File: src/rtl/register_file_sb.sv
// rtl/register_file_sb.sv - multi-port register file with pending-write scoreboard
//
// Purpose:
//   Integer register file for the CPU datapath. Any number of combinational
//   read ports, prioritised write ports (highest index wins on an address
//   collision), optional same-cycle write-to-read bypass and a hardwired zero
//   register. A per-register pending bit lets issue logic reserve a
//   destination, observe in-flight operands and squash all reservations.
//
// Ports:
//   i_clk            clock, all state updates on the rising edge
//   i_rst_n          asynchronous active-low reset
//   i_rd_addr[r]     read index per read port
//   o_rd_data[r]     read data per read port (combinational)
//   o_rd_ready[r]    register has no outstanding reservation
//   i_wr_en[p]       write request per write port
//   i_wr_addr[p]     write index per write port
//   i_wr_data[p]     write data per write port
//   o_wr_done[p]     this port's write commits on the next edge
//   i_rsv_en         reserve i_rsv_addr as a pending destination
//   i_rsv_addr       register to reserve
//   o_rsv_ack        reservation accepted this cycle
//   i_flush          clear all reservations, data untouched
//   o_pending_count  registered number of reserved registers

module register_file_sb #(
  parameter int DATA_WIDTH      = 32,
  parameter int NUM_REGISTERS   = 32,
  parameter int NUM_READ_PORTS  = 2,
  parameter int NUM_WRITE_PORTS = 1,
  parameter int BYPASS          = 1,
  localparam int IDX_W = $clog2(NUM_REGISTERS),
  localparam int CNT_W = $clog2(NUM_REGISTERS + 1)
) (
  input  logic                                       i_clk,
  input  logic                                       i_rst_n,
  input  logic [NUM_READ_PORTS-1:0][IDX_W-1:0]       i_rd_addr,
  output logic [NUM_READ_PORTS-1:0][DATA_WIDTH-1:0]  o_rd_data,
  output logic [NUM_READ_PORTS-1:0]                  o_rd_ready,
  input  logic [NUM_WRITE_PORTS-1:0]                 i_wr_en,
  input  logic [NUM_WRITE_PORTS-1:0][IDX_W-1:0]      i_wr_addr,
  input  logic [NUM_WRITE_PORTS-1:0][DATA_WIDTH-1:0] i_wr_data,
  output logic [NUM_WRITE_PORTS-1:0]                 o_wr_done,
  input  logic                                       i_rsv_en,
  input  logic [IDX_W-1:0]                           i_rsv_addr,
  output logic                                       o_rsv_ack,
  input  logic                                       i_flush,
  output logic [CNT_W-1:0]                           o_pending_count
);

  // Storage. Entry 0 is reset and never written, so it stays zero.
  logic [DATA_WIDTH-1:0]    r_data [NUM_REGISTERS];
  logic [NUM_REGISTERS-1:0] r_pending;
  logic [CNT_W-1:0]         r_pending_count;

  logic [NUM_WRITE_PORTS-1:0] w_wr_valid;
  logic [NUM_WRITE_PORTS-1:0] w_wr_done;
  logic [NUM_REGISTERS-1:0]   w_clear;
  logic [NUM_REGISTERS-1:0]   w_set;
  logic [NUM_REGISTERS-1:0]   w_pending_next;
  logic [CNT_W-1:0]           w_pending_cnt;
  logic                       w_rsv_ack;

  // A write to x0 is not a write at all: it neither commits nor blocks
  // a lower-priority port.
  always_comb begin
    for (int p = 0; p < NUM_WRITE_PORTS; p++) begin
      w_wr_valid[p] = i_wr_en[p] && (i_wr_addr[p] != '0);
    end
  end

  // A valid port wins unless a higher-index valid port targets the same
  // register. Winners therefore always target distinct registers.
  always_comb begin
    for (int p = 0; p < NUM_WRITE_PORTS; p++) begin
      w_wr_done[p] = w_wr_valid[p];
      for (int q = p + 1; q < NUM_WRITE_PORTS; q++) begin
        if (w_wr_valid[q] && (i_wr_addr[q] == i_wr_addr[p])) begin
          w_wr_done[p] = 1'b0;
        end
      end
    end
  end

  // Registers whose reservation is released by a committing write.
  always_comb begin
    w_clear = '0;
    for (int p = 0; p < NUM_WRITE_PORTS; p++) begin
      if (w_wr_done[p]) begin
        w_clear[i_wr_addr[p]] = 1'b1;
      end
    end
  end

  // A register being released this cycle may be re-reserved in the same
  // cycle; x0 reservations are always accepted but leave no trace.
  always_comb begin
    w_rsv_ack = i_rsv_en && !i_flush &&
                ((i_rsv_addr == '0) || !r_pending[i_rsv_addr] || w_clear[i_rsv_addr]);
  end

  always_comb begin
    w_set = '0;
    if (w_rsv_ack && (i_rsv_addr != '0)) begin
      w_set[i_rsv_addr] = 1'b1;
    end
  end

  // Set dominates clear so a same-cycle write-back and re-issue keep the
  // register pending for the new producer.
  always_comb begin
    if (i_flush) begin
      w_pending_next = '0;
    end else begin
      w_pending_next = (r_pending & ~w_clear) | w_set;
    end
    w_pending_next[0] = 1'b0;
  end

  always_comb begin
    w_pending_cnt = '0;
    for (int i = 0; i < NUM_REGISTERS; i++) begin
      w_pending_cnt = w_pending_cnt + CNT_W'(w_pending_next[i]);
    end
  end

  // Read ports. Bypass is suppressed while in reset so reads hold at zero
  // even if a write is being presented.
  always_comb begin
    for (int r = 0; r < NUM_READ_PORTS; r++) begin
      o_rd_data[r]  = r_data[i_rd_addr[r]];
      o_rd_ready[r] = !r_pending[i_rd_addr[r]];
      if ((BYPASS != 0) && i_rst_n) begin
        for (int p = 0; p < NUM_WRITE_PORTS; p++) begin
          if (w_wr_done[p] && (i_wr_addr[p] == i_rd_addr[r])) begin
            o_rd_data[r] = i_wr_data[p];
          end
        end
        if (w_clear[i_rd_addr[r]]) begin
          o_rd_ready[r] = 1'b1;
        end
      end
      if (i_rd_addr[r] == '0) begin
        o_rd_data[r]  = '0;
        o_rd_ready[r] = 1'b1;
      end
    end
  end

  always_ff @(posedge i_clk or negedge i_rst_n) begin
    if (!i_rst_n) begin
      for (int i = 0; i < NUM_REGISTERS; i++) begin
        r_data[i] <= '0;
      end
    end else begin
      for (int p = 0; p < NUM_WRITE_PORTS; p++) begin
        if (w_wr_done[p]) begin
          r_data[i_wr_addr[p]] <= i_wr_data[p];
        end
      end
    end
  end

  always_ff @(posedge i_clk or negedge i_rst_n) begin
    if (!i_rst_n) begin
      r_pending       <= '0;
      r_pending_count <= '0;
    end else begin
      r_pending       <= w_pending_next;
      r_pending_count <= w_pending_cnt;
    end
  end

  assign o_wr_done       = w_wr_done;
  assign o_rsv_ack       = w_rsv_ack;
  assign o_pending_count = r_pending_count;

endmodule

File: config.mk
export PLATFORM = sky130hd
export DESIGN_NAME = register_file_sb
export DESIGN_NICKNAME = d
export VERILOG_FILES = /design/src/rtl/register_file_sb.sv
export SDC_FILE = /design/constraint.sdc
export NUM_CORES = 2
export LEC_CHECK = 0
export BUFFER_PORTS_ARGS = -buffer_cell sky130_fd_sc_hd__buf_2
export CORE_MARGIN = 3
export CORE_UTILIZATION = 40
export DETAILED_ROUTE_END_ITERATION = 6
export PLACE_DENSITY = 0.56
export SYNTH_ARGS = -nofsm -noshare
export SYNTH_HDL_FRONTEND = slang
export SYNTH_SLANG_ARGS = --single-unit
export TNS_END_PERCENT = 1
File: constraint.sdc
create_clock -name i_clk -period 6.75 [get_ports i_clk]
set_clock_uncertainty 0.15 [all_clocks]
set_input_delay 2.025 -clock i_clk [delete_from_list [all_inputs] [get_ports i_clk]]
set_output_delay 2.025 -clock i_clk [all_outputs]
set_load 0.03 [all_outputs]
==> out/qor.txt <==
Result of the run: complete, but fails checks
Violations in the final reports: negative setup slack
Final period util: 109%
Unique masters post-synth: 57
Leakage power total: 28.6 nW
Mux cell area share after synthesis: 42.7%
Share of final-layout standard cells stronger than drive strength 1: 55.9%
Number of placement rows: 138
Post-DRT Antenna Nets: 0
Count of filler cells inserted in the layout: 12400
Final Max Tran Viols: 0
Number of global-route vias before repair: 38100
CP max stage cell: fa_1
Buffers from clock root to sink, at most: 3
Most used flip-flop cell after synthesis: dfrtp_1
H-Tree Level Count: 3
Area overhead of the layout relative to synthesis: 15.9%
Power density normalized to cell area: 291 mW/mm^2
Inserted Clock Buffers: 118
Path type of the worst setup path: primary input to register
Arr. time, crit path: 7.81 ns
Max Fanout on Critical Path: 6
# setup viols final: 6
Data required time at the worst endpoint: 7.21 ns
Final core occ: 47.0%
Synthesized net count: 3875
Yosys warns: 0
Die Span Y: 386 um
CP max stage delay: 0.56 ns
Global-route wire length before repair: 277 mm
Number of max-capacitance violations reported: 0
Clock-pin slew of the registers on the worst-case setup and hold paths: 0.06 ns
Worst-path cell chain: buf_2 > nor3b_2 > a22o_1 > a2bb2o_4 > buf_6 > a31oi_4 > buf_12 > o32ai_4 > fa_1 > inv_1 > fa_1 > inv_1 > fa_1 > inv_1 > fa_1 > fa_1 > fa_2 > fa_2 > fa_2 > inv_1 > a21o_1 > a21oi_2 > xnor2_1
Cell count after synthesis: 3788
Number of port buffers: 130
Flip-flop and latch count after synthesis: 1061
Largest net degree at the start of global routing: 173
HPWL after detailed placement: 107 mm
Die area: 0.149 mm^2
Detailed-router iteration count before antenna repair: 5
Hold violation total from the final report: 0
Core area: 0.142 mm^2
Worst hold slack across all endpoints: 0.245 ns
Area leader, netlist: dfrtp_1
Number of antenna violations at the first check in global routing: 12
Measured slew at the worst slew-check pin: 1.12 ns
Share of the synthesized area in compound gates (AO/OA/AOI/OAI): 3.94%
Final layout net count: 3992
Starting Density: 40.5%
IO Count: 131
Cell types with the largest area share after synthesis: dfrtp_1 46%, mux4_2 22%, mux2_2 19%, clkbuf_1 1.7%, a22oi_1 1.7%
Worst setup EP type: register
Synth async-reset ratio: 100%
Last weighted congestion value of the routability-driven placer: 0.938
Routed len/inst: 32.2 um
Post-route minimum period: 7.35 ns
Area share of xor/xnor cells in the synthesized design: 0.258%
Worst setup margin: -0.596 ns
Vias after detailed routing: 36800
Buffer cell driving the clock tree root: clkbuf_16
Combinational family with the most area after synthesis: multiplexers
Initial DRC Count: 3183
Synth Area in Adders: 0.951%
Unrepaired setup endpoints after global routing: true
Worst setup timing slack at the placement stage: -1.55 ns
Area share of and/or/nand/nor cells after synthesis: 2.34%
Post-detailed-route via-to-cell ratio: 6.24
Number of sinks driven by the clock tree: 1061
Clock latency of the later-clocked register in the worst-skew pair: 0.73 ns
Clock tree from TritonCTS: built
Overflow after GRT: 0
Post-route DRC: 0
Netlist Area Pre-Place: 0.0576 mm^2
Max Clock Freq: 136 MHz
Share of the synthesized area in the top cell type: 46.1%
Kind of start point of the critical path: primary input
Portion of the post-synthesis area used by sequential elements: 46.1%
Path category of the worst min-delay check: register to register
Avg Synthesized Cell Area: 15.2 um^2
Die X: 386 um
Maximum resistive drop on vdd: 203 uV
Overall routed net length: 190 mm
Top cell by count, worst path: fa_1
Worst slew slack as a fraction of its limit: 25.0%
Total track usage: 25.7%
Count of flip-flops with a built-in enable after synthesis: 0
## worst paths after layout
kind	startpoint	end	slack (ns)	cells after the start
min in group asynchronous	i_rst_n	o_pending_count[0]	0.94	1
max in group asynchronous	i_rst_n	r_data[843]	2.71	4
hold reg to reg	r_data[1013]	r_data[1013]	0.25	0
hold / removal	r_data[1013]	r_data[1013]	0.25	0
setup reg to reg	r_pending[28]	o_pending_count[4]	0.52	20
setup / recovery	i_rsv_addr[4]	o_pending_count[4]	-0.60	23
## worst max-delay path: cells and delay by family
family / cells / cell delay, ns
buffers and inverters: 7 / 0.67
and+or+nand+nor: 1 / 0.28
xor gates and xnor gates: 1 / 0.12
AOI/OAI and AO/OA: 6 / 0.98
adders and majority gates: 8 / 3.72
## power by group
| part | internal, mW | switching [mW] |
|---|---|---|
| Sequential | 7.53 | 0.816 |
| Clock | 4.25 | 2.74 |
| Combinational | 2.40 | 1.67 |
| Total | 14.2 | 5.23 |
## layout make-up
class,instances,area (um^2),area share (%)
sequential,1061,26600,39.7
timing repair buffer,444,4060,6.08
clock inverter,44,649,0.972
antenna,7,17.5,0.0262
clock buffer,179,3580,5.37
tap,1890,2360,3.54
inverter,48,180,0.270
multi-input combinational,2232,29400,44.0
## cells by family after synthesis
kind of cell	after synthesis
mux	1633
flops	1061
buf+inv	495
compound gates	299
simple gates	253
fa+ha+maj	30
xor+xnor	17
## Yosys cell counts (all sizes together), types with 14 or more instances
| library cell | number |
|---|---|
| a22o | 33 |
| nor3 | 36 |
| mux4 | 562 |
| o21ai | 14 |
| nand4 | 36 |
| a22oi | 131 |
| buf | 184 |
| o22ai | 34 |
| fa | 23 |
| a211oi | 30 |
| nor2 | 53 |
| clkbuf | 263 |
| o32ai | 17 |
| inv | 48 |
| dfrtp | 1061 |
| mux2 | 1002 |
| mux2i | 69 |
| nand2 | 51 |
## routing by layer
layer	track usage, %	vias up	part of all wire [%]
li1	-	15000	-
met1	35.1	20100	42
met2	41.3	1360	48
met3	4.51	403	6.4
met4	9.62	4	4.2
met5	0	-	0.012
## sequential cells by signal (all words and copies together) (netlist names)
name	count
r_pending	31
r_data	1024
o_pending_count	6
## through the flow
stage / TNS [ns] / cell area [um^2] / cells / power, mW
final: -2.29 / 66800 / 5905 / 19.4
after global routing: -3.08 / 66800 / 5900 / 20.2
after CTS: -2.12 / 66700 / 5898 / 19.6
after detailed placement: -14.38 / 62400 / 5672 / 12.5
after global placement: -14.53 / 62400 / 5672 / 12.4
after floorplan: -4.67 / 57800 / 3788 / 11.2
## timing repair
item                       4_1_cts  5_1_grt
gates resized for setup         13       22
pin swaps                        6        3
hold buffers                     0        0
setup buffers                    3        0
setup endpoints to repair       50       35
## placed cells by master (no fill, tap or decap), drive strengths merged, types with 11 or more instances in the layout
cell | Yosys | routed
clkbuf | 263 | 179
buf | 184 | 444
clkinv | 0 | 24
nor2 | 53 | 53
a211oi | 30 | 30
mux4 | 562 | 562
o22ai | 34 | 34
inv | 48 | 51
mux2i | 69 | 69
o21ai | 14 | 14
xnor2 | 12 | 12
a22o | 33 | 33
nor2b | 11 | 11
nand4 | 36 | 36
fa | 23 | 23
o32ai | 17 | 17
nor3 | 36 | 36
nand2 | 51 | 51
dfrtp | 1061 | 1061
bufinv | 0 | 16
mux2 | 1002 | 1002
a22oi | 131 | 131
No activity file was read; power rests on OpenSTA's default activity.
